**src/rtl/seg_scan_if.sv**
```systemverilog
// Multiplexed seven-segment scan bus plus the decoder's status outputs.
interface seg_scan_if;
  logic [7:0]  seg_in;
  logic [3:0]  an_in;
  logic [19:0] codes;
  logic        frame_valid;
  logic        stable;
  logic        scan_lost;
  logic        bad_an;

  modport master (
    output seg_in, an_in,
    input  codes, frame_valid, stable, scan_lost, bad_an
  );

  modport slave (
    input  seg_in, an_in,
    output codes, frame_valid, stable, scan_lost, bad_an
  );
endinterface

```
**src/rtl/seg_scan_decoder.sv**
```systemverilog
// Receive side of a multiplexed seven-segment display: samples {seg, an},
// waits for the bus to settle, decodes each digit into a glyph code,
// assembles four-digit frames and tracks frame stability and scan loss.
module seg_scan_decoder #(
  parameter int SETTLE_CYCLES  = 16,
  parameter int STABLE_FRAMES  = 3,
  parameter int TIMEOUT_CYCLES = 1000000
) (
  input logic       clk,
  input logic       reset,
  seg_scan_if.slave scan
);

  localparam int CNT_W   = $clog2(SETTLE_CYCLES + 1);
  localparam int MATCH_W = $clog2(STABLE_FRAMES + 1);

  typedef enum logic [1:0] {ST_WAIT, ST_SETTLING, ST_LOCKED} state_t;

  state_t             state_q, state_d;
  logic [11:0]        bus_now, bus_p0;
  logic               onehot, bad_pat, bus_same;
  logic [CNT_W-1:0]   cnt_q, cnt_d;
  logic               capture;
  logic [4:0]         slot_q [4];
  logic [3:0]         seen_q;
  logic [19:0]        codes_q, frame_codes;
  logic               frame_fire;
  logic [MATCH_W-1:0] match_q;
  logic [19:0]        idle_q;
  logic               timeout_hit;
  logic               fv_q, lost_q, bad_q;

  // Exact-match glyph table; anything unrecognised maps to 31.
  function automatic logic [4:0] glyph(input logic [7:0] p);
    case (p)
      8'b01111110: glyph = 5'd0;
      8'b00110000: glyph = 5'd1;
      8'b01101101: glyph = 5'd2;
      8'b01111001: glyph = 5'd3;
      8'b00110011: glyph = 5'd4;
      8'b01011011: glyph = 5'd5;
      8'b01011111: glyph = 5'd6;
      8'b01110000: glyph = 5'd7;
      8'b01111111: glyph = 5'd8;
      8'b01111011: glyph = 5'd9;
      8'b01001001: glyph = 5'd10;
      8'b00001111: glyph = 5'd11;
      8'b01110111: glyph = 5'd12;
      8'b01000110: glyph = 5'd13;
      8'b00011111: glyph = 5'd14;
      8'b00111101: glyph = 5'd15;
      8'b00111011: glyph = 5'd16;
      8'b00001101: glyph = 5'd17;
      8'b01001111: glyph = 5'd18;
      8'b00000000: glyph = 5'd30;
      default:     glyph = 5'd31;
    endcase
  endfunction

  assign bus_now     = {scan.seg_in, scan.an_in};
  assign onehot      = (scan.an_in != 4'd0) && ((scan.an_in & (scan.an_in - 4'd1)) == 4'd0);
  assign bad_pat     = (scan.an_in != 4'd0) && !onehot;
  assign bus_same    = (bus_now == bus_p0);
  assign frame_fire  = (seen_q == 4'hf);
  assign frame_codes = {slot_q[3], slot_q[2], slot_q[1], slot_q[0]};
  // A frame completing in the same cycle takes precedence over the timeout.
  assign timeout_hit = (idle_q == 20'(TIMEOUT_CYCLES - 1)) && !capture && !frame_fire;

  // Capture fires on the edge where the settle count would reach SETTLE_CYCLES-1,
  // so a digit is written SETTLE_CYCLES edges after the bus last changed.
  always_comb begin
    state_d = state_q;
    cnt_d   = cnt_q;
    capture = 1'b0;
    case (state_q)
      ST_WAIT: begin
        cnt_d = '0;
        if (onehot) state_d = ST_SETTLING;
      end
      ST_SETTLING: begin
        if (!onehot) begin
          state_d = ST_WAIT;
          cnt_d   = '0;
        end else if (!bus_same) begin
          cnt_d = '0;
        end else if (cnt_q == CNT_W'(SETTLE_CYCLES - 2)) begin
          capture = 1'b1;
          state_d = ST_LOCKED;
          cnt_d   = '0;
        end else begin
          cnt_d = cnt_q + CNT_W'(1);
        end
      end
      ST_LOCKED: begin
        cnt_d = '0;
        if (!bus_same) state_d = onehot ? ST_SETTLING : ST_WAIT;
      end
      default: begin
        state_d = ST_WAIT;
        cnt_d   = '0;
      end
    endcase
  end

  // Previous-cycle bus sample used for change detection.
  always_ff @(posedge clk) begin
    bus_p0 <= bus_now;
  end

  // Digit slot registers; partial frames are discarded by clearing seen, not slots.
  always_ff @(posedge clk) begin
    if (!reset && capture) begin
      for (int i = 0; i < 4; i++) begin
        if (scan.an_in[i]) slot_q[i] <= glyph(scan.seg_in);
      end
    end
  end

  // FSM state, frame assembly, stability, timeout and sticky error flag.
  always_ff @(posedge clk) begin
    if (reset) begin
      state_q <= ST_WAIT;
      cnt_q   <= '0;
      seen_q  <= '0;
      codes_q <= '0;
      fv_q    <= 1'b0;
      match_q <= '0;
      idle_q  <= '0;
      lost_q  <= 1'b0;
      bad_q   <= 1'b0;
    end else begin
      state_q <= state_d;
      cnt_q   <= cnt_d;
      fv_q    <= frame_fire;
      if (bad_pat) bad_q <= 1'b1;

      if (timeout_hit) seen_q <= '0;
      else             seen_q <= (frame_fire ? 4'd0 : seen_q) | (capture ? scan.an_in : 4'd0);

      if (frame_fire) begin
        codes_q <= frame_codes;
        if (match_q == '0 || frame_codes != codes_q) match_q <= MATCH_W'(1);
        else if (match_q < MATCH_W'(STABLE_FRAMES))  match_q <= match_q + MATCH_W'(1);
      end else if (timeout_hit) begin
        match_q <= '0;
      end

      if (capture || frame_fire)                    idle_q <= '0;
      else if (idle_q < 20'(TIMEOUT_CYCLES - 1))    idle_q <= idle_q + 20'd1;

      if (capture)          lost_q <= 1'b0;
      else if (timeout_hit) lost_q <= 1'b1;
    end
  end

  assign scan.codes       = codes_q;
  assign scan.frame_valid = fv_q;
  assign scan.stable      = (match_q >= MATCH_W'(STABLE_FRAMES));
  assign scan.scan_lost   = lost_q;
  assign scan.bad_an      = bad_q;

endmodule

```
**src/flat_wrapper.sv**
```systemverilog
// flat-port wrapper written by rule: the top's interface ports become plain ports
module seg_scan_decoder_flat 
#(
  parameter int SETTLE_CYCLES  = 16,
  parameter int STABLE_FRAMES  = 3,
  parameter int TIMEOUT_CYCLES = 1000000
)
  (clk, reset, scan_seg_in, scan_an_in, scan_codes, scan_frame_valid, scan_stable, scan_scan_lost, scan_bad_an);
  seg_scan_if scan_i ();
  input logic clk;
  input logic reset;
  input wire logic [$bits(scan_i.seg_in)-1:0] scan_seg_in;
  input wire logic [$bits(scan_i.an_in)-1:0] scan_an_in;
  output wire logic [$bits(scan_i.codes)-1:0] scan_codes;
  output wire logic [$bits(scan_i.frame_valid)-1:0] scan_frame_valid;
  output wire logic [$bits(scan_i.stable)-1:0] scan_stable;
  output wire logic [$bits(scan_i.scan_lost)-1:0] scan_scan_lost;
  output wire logic [$bits(scan_i.bad_an)-1:0] scan_bad_an;
  assign scan_i.seg_in = scan_seg_in;
  assign scan_i.an_in = scan_an_in;
  assign scan_codes = scan_i.codes;
  assign scan_frame_valid = scan_i.frame_valid;
  assign scan_stable = scan_i.stable;
  assign scan_scan_lost = scan_i.scan_lost;
  assign scan_bad_an = scan_i.bad_an;
  seg_scan_decoder #(.SETTLE_CYCLES(SETTLE_CYCLES), .STABLE_FRAMES(STABLE_FRAMES), .TIMEOUT_CYCLES(TIMEOUT_CYCLES)) u_core (.clk(clk), .reset(reset), .scan(scan_i));
endmodule
```
**config.mk**
```make
export PLATFORM = sky130hd
export DESIGN_NAME = seg_scan_decoder_flat
export DESIGN_NICKNAME = d
export VERILOG_FILES = /design/src/rtl/seg_scan_if.sv /design/src/rtl/seg_scan_decoder.sv /design/src/flat_wrapper.sv
export SDC_FILE = /design/constraint.sdc
export NUM_CORES = 1
export LEC_CHECK = 0
export CAP_MARGIN = 10
export CELL_PAD_IN_SITES_DETAIL_PLACEMENT = 0
export CELL_PAD_IN_SITES_GLOBAL_PLACEMENT = 2
export CORE_ASPECT_RATIO = 1.1
export CORE_UTILIZATION = 39
export CTS_CLUSTER_DIAMETER = 80
export CTS_CLUSTER_SIZE = 30
export DETAILED_ROUTE_END_ITERATION = 6
export PLACE_DENSITY = 0.95
export SLEW_MARGIN = 20
export SYNTH_ARGS = -nofsm -noshare
export SYNTH_HDL_FRONTEND = slang
export SYNTH_SLANG_ARGS = --single-unit
```
**constraint.sdc**
```tcl
create_clock -name clk -period 4.3 [get_ports clk]
set_input_delay 1.29 -clock clk [delete_from_list [all_inputs] [get_ports clk]]
set_output_delay 1.29 -clock clk [all_outputs]
set_load 0.02 [all_outputs]
```
Word level (Yosys, flattened, before mapping)
Memories as Yosys holds them, arrays and structs flattened. Index checks and enable logic that the tools add are counted.

Flip-flop bits (word level): 68. Memory bits (writable): 20. Bits of input ports: 14. Output and inout port bits: 24. Word-level logic and storage cells: 127. Memories kept: 1.

Add/sub/neg operators: 4. Magnitude comparators: 3. Equality and inequality tests: 31. Muxes and demuxes: 47. Bitwise gates (word level): 5. Reduce and logical (&&, ||, !) cells: 26.

Memories: u_core.slot_q (words 4, bits a word 5, read ports 4, clocked after Yosys merged registers in 0, write ports 1, RTL line seg_scan_decoder.sv:24) `logic [4:0] slot_q [4];`.

Operators by type and width (count): case mux 5 bit (20 select lines) (1); equality test 8 x 7 -> 1 bit, second input constant (12); 2-to-1 mux 5 bit (11); equality test 8 x 6 -> 1 bit, second input constant (4); 2-to-1 mux 2 bit (12); adder 20 x 1 -> 20 bit, second input constant (1); equality test 20 bit, second input constant (1); less-than comparator 20 bit, second input constant (1); 2-to-1 mux 1 bit (20); != test 20 bit (1); OR reduction 5 bit (4); equality test 8 x 4 -> 1 bit, second input constant (2); equality test 12 bit (1); != test 3 bit, second input constant (3); equality test 8 x 5 -> 1 bit, second input constant (1); zero test 8 bit (1); 2-to-1 mux 4 bit (2); case mux 2 bit (3 select lines) (1); OR reduction 2 bit (3); adder 5 x 1 -> 5 bit, second input constant (1); equality test 5 x 4 -> 1 bit, second input constant (1); logical AND 1 bit (5); bitwise AND 4 bit (1); equality test 4 bit, second input constant (1); other kinds (18) (25).

Longest topological paths before layout
Depth in word-level cells: 13. Depth in mapped cells: 8. Mapped depth without buffers: 7.

Worst setup path after synthesis
No wires, ideal clock.

Path type: in2reg. From: input scan_seg_in[1]. To: memory u_core.slot_q[0][3] (data pin). Setup time: 0.278 ns. Arrival: 2.833 ns. Setup slack: 1.189 ns. Stages on the path: 6. Cells stage by stage: buf_6 -> or4_1 -> a2111oi_0 -> or2_1 -> a2111oi_2 -> or3_1.

Word-level cells in the longest chain between the ends: 11. Elaborated cells on any way between the ends: 46. Classes of those cells: 20 x eq/ne; 21 x mux; 5 x reduce/logical.

RTL lines: start, declared (RTL line flat_wrapper.sv:12) `input wire logic [$bits(scan_i.seg_in)-1:0] scan_seg_in;`; equality test 12 bit (RTL line seg_scan_decoder.sv:63) `assign bus_same = (bus_now == bus_p0);`; 2-to-1 mux 1 bit (RTL line seg_scan_decoder.sv:84) `end else if (!bus_same) begin`; 2-to-1 mux 1 bit (RTL line seg_scan_decoder.sv:81) `if (!onehot) begin`; 2-to-1 mux 1 bit (RTL line seg_scan_decoder.sv:75) `case (state_q)`; logical AND 1 bit (RTL line seg_scan_decoder.sv:112) `if (!reset && capture) begin`; 2-to-1 mux 1 bit (RTL line seg_scan_decoder.sv:112); 2-to-1 mux 1 bit (not written as such) (RTL line seg_scan_decoder.sv:114) `if (scan.an_in[i]) slot_q[i] <= glyph(scan.seg_in);`; OR reduction 5 bit (no line); 2-to-1 mux 5 bit (no line) (2 in series); 2-to-1 mux 5 bit (no line) *; end, declared (RTL line seg_scan_decoder.sv:24).

Mark *: on every way between the ends. The rest lies on a longest branch, timed or not. The select of a mux whose other input is x is not followed.

Worst setup path after layout
From: input scan_seg_in[5]. To: memory u_core.slot_q[2][0] (data pin).

Same word-level chain as after synthesis.

==> results.sh <==
export IMPL_grt_util_met1=0.2200
export IMPL_period_share=0.8278
export IMPL_syn2layout_area_growth_pct=18.45
export IMPL_synth_flop_cell="dfxtp_1"
export IMPL_fin_nets=503
export IMPL_post_place_ws_ns=0.4125
export IMPL_timing_rr_end="u_core.idle_q[19]"
export IMPL_drc=0
export IMPL_min_path_cells=1
export IMPL_htree_levels=3
export IMPL_track_usage=0.1726
export IMPL_cts_buffers=9
export IMPL_ys_async_sr_fraction=0
export IMPL_drt_wl_total_um=9039
export IMPL_clkTransAtPathRegs_ns=0.06
export IMPL_port_buffers=37
export IMPL_finalCriticalPeriod_ns=3.560
export IMPL_synth_edf_count=20
export IMPL_crit_type="in2reg"
export IMPL_cts_root_buf="clkbuf_16"
export IMPL_syn_inst=453
export IMPL_maxCapViolations=0
export IMPL_crit_required_ns=4.38
export IMPL_synth_area_per_cell_um2=9.294
export IMPL_critPathLaunchType="input pin"
export IMPL_worstSkewPairLatency_ns=0.34
export IMPL_irDropWorstVdd_uv=186.0
export IMPL_coreArea_mm2=0.01044
export IMPL_overflow=0
export IMPL_status="complete, no violations"
export IMPL_use_met3=0.03468
export IMPL_critPathArrivalTime_ns=3.64
export IMPL_ys_seq_elements=88
export IMPL_antenna_found_initial=0
export IMPL_netlist_area_mm2=0.004210
export IMPL_yosys_area_top_type="dfxtp_1"
export IMPL_die_h_um=111.0
export IMPL_hp_start="u_core.cnt_q[0]"
export IMPL_r2r_start="u_core.idle_q[7]"
export IMPL_skew_ns=0.007337
export IMPL_start_util=0.4032
export IMPL_die_w_um=101.1
export IMPL_crit_chain="clkdlybuf4s50_1 > buf_4 > and4b_1 > a31oi_1 > o21ai_0 > a2111oi_2 > nand2_1 > o21ai_0"
export IMPL_cts_repair_resized=0
export IMPL_drt_iter0_drc=94
export IMPL_io_pins=38
export IMPL_hp_class="reg2reg"
export IMPL_rrSetupSlack_ns=2.16
export IMPL_firstDrtPassIters=4
export IMPL_hpwl_um=6335
export IMPL_grt_busiest_layer="met2"
export IMPL_grt_pass1_wl_um=15030
export IMPL_crit_path_top_delay_cell="clkdlybuf4s50_1"
export IMPL_cts_hold_buf=0
export IMPL_slowest_delay_ns=0.78
export IMPL_yosys_cell_types_count=61
export IMPL_hold_path_endpoint="u_core.cnt_q[0]"
export IMPL_post_route_util=0.4776
export IMPL_crit_top_cell="o21ai_0"
export IMPL_post_cts_buffers=0
export IMPL_num_vias=3256
export IMPL_layout_drive_gt1_share=0.07362
export IMPL_cts_tree="done"
export IMPL_reg2reg_depth=6
export IMPL_yosysSeqAreaShare=0.4660
export IMPL_clk_path_buf_depth=2
export IMPL_fin_tns_setup_ns=0
export IMPL_fmax_mhz=280.9
export IMPL_cts_num_sinks=88
export IMPL_synth_fp_nets=472
export IMPL_cp_end_kind="register"
export IMPL_wl_per_cell_um=14.30
export IMPL_final_cell_area_mm2=0.004987
export IMPL_diodes=0
export IMPL_power_leakage_uw=0.001776
export IMPL_cp_max_fo=15
export IMPL_setup_viol=0
export IMPL_dieArea_mm2=0.01122
export IMPL_core_rowCount=39
export IMPL_rsz0062_at_grt="no"
export IMPL_slew_headroom=0.4386
export IMPL_drv_slew=0
export IMPL_ys_warnings_count=0
export IMPL_fin_ws_ns=0.7404
export IMPL_drt_vias_per_instance=5.152
export IMPL_hold_violations=0
export IMPL_n_fill_cell=1021
export IMPL_yosys_top_cells_area="dfxtp_1 32%, edfxtp_1 14%, xor2_1 9.4%"
export IMPL_placed_area_mm2=0.004690
export IMPL_powerDensity_mw_per_mm2=349.9
export IMPL_grt_max_degree=31
export IMPL_synth_top_area_frac=0.3233
export IMPL_grt_pass1_vias=3105
export IMPL_antenna_left=0
export IMPL_fin_hold_ws_ns=0.4616
export IMPL_worstMarginPinSlew_ns=0.8421
export IMPL_gr_usage_met2=0.2825
export IMPL_gp_congestion=0.8455
## cells in the final DEF, fill, tap and decap left out, drive strengths merged, types with 7 or more instances in the layout
cell,Yosys,layout
dfxtp,68,68
nand2,56,56
nor2,48,48
xor2,45,45
clkdlybuf4s50,0,37
a21oi,25,25
nand4,21,21
edfxtp,20,20
nor3,15,15
xnor2,11,11
o21ai,11,11
nand3,11,11
buf,16,10
clkbuf,11,10
and2,9,9
nor4,8,8
inv,7,7
## cells by family (layout without fill, tap and decap cells)
logic type | Yosys count | in the layout | share of synthesized area
flip-flops | 88 | 88 | 0.4660
AND/OR/NAND/NOR | 204 | 204 | 0.2571
buffers and inverters | 34 | 70 | 0.04071
XOR/XNOR | 56 | 56 | 0.1165
AO/OA/AOI/OAI | 65 | 65 | 0.1025
adder cells (fa/ha/maj) | 6 | 6 | 0.01724
## synth_stat cells, drive strengths merged (5+ instances only)
| cell | number |
|---|---|
| a21oi | 25 |
| and3 | 5 |
| xor2 | 45 |
| ha | 5 |
| xnor2 | 11 |
| a22oi | 5 |
| inv | 7 |
| buf | 16 |
| nand3b | 5 |
| and2 | 9 |
| clkbuf | 11 |
| nand2 | 56 |
| nand3 | 11 |
| dfxtp | 68 |
| nor4 | 8 |
| nor3 | 15 |
| nand2b | 5 |
| nor2 | 48 |
| o21ai | 11 |
| nand4 | 21 |
| edfxtp | 20 |
## per-layer routing
metal / share of wire / wire [um]
met1: 0.47 / 4278
met2: 0.48 / 4322
met3: 0.031 / 276
met4: 0.018 / 161
met5: 0 / 0
## final cells by class
| cell class | instances | area [um2] | area share |
|---|---|---|---|
| clock buffers | 10 | 239.0 | 0.04792 |
| flip-flops and latches | 88 | 1962 | 0.3934 |
| multi-input cells | 331 | 2077 | 0.4165 |
| repair buffers | 47 | 445.4 | 0.08931 |
| well taps | 143 | 178.9 | 0.03588 |
| clock inverters | 6 | 58.81 | 0.01179 |
| inverters | 7 | 26.28 | 0.005268 |
## where the power goes
| part | leakage, uW | switching (uW) | internal [uW] |
|---|---|---|---|
| registers | 0.000766 | 5.27 | 855 |
| clock network | 0.000142 | 319 | 462 |
| logic | 0.000868 | 63.8 | 40.4 |
| total | 0.00178 | 388 | 1360 |
## registers in the layout, summed over array words and instances (netlist names)
name and count:
u_core.idle_q 20, u_core.scan.codes 20, u_core.slot_q 20, u_core.bus_p0 12, u_core.cnt_q 5, u_core.seen_q 4
u_core.match_q 2, u_core.state_q 2, u_core.scan.bad_an 1, u_core.scan.frame_valid 1, u_core.scan.scan_lost 1
## critical path, delay by kind of cell
family                 cells  cell delay, ns
AO/OA/AOI/OAI              4            0.97
AND/OR/NAND/NOR            2            0.34
buffers and inverters      2            1.02
## metrics by stage
| step | cells | power (uW) |
|---|---|---|
| floorplan | 453 | 951.4 |
| global placement | 616 | 979.6 |
| detailed placement | 616 | 983.1 |
| CTS | 632 | 1765 |
| global route | 632 | 1808 |
| finish | 632 | 1745 |
## how the worst max path moves through the flow
stage	startpoint	end	slack [ns]	cells past startpoint
global placement	scan_seg_in[5]	u_core.slot_q[0][3]	0.49	5
CTS	scan_seg_in[5]	u_core.slot_q[2][0]	0.76	8
global route	scan_seg_in[5]	u_core.slot_q[2][0]	0.56	8
finish	scan_seg_in[5]	u_core.slot_q[2][0]	0.74	8
floorplan	scan_seg_in[1]	u_core.slot_q[0][3]	1.19	6
detailed placement	scan_seg_in[5]	u_core.slot_q[2][0]	0.41	8
Power figures use the tool's default switching activity.
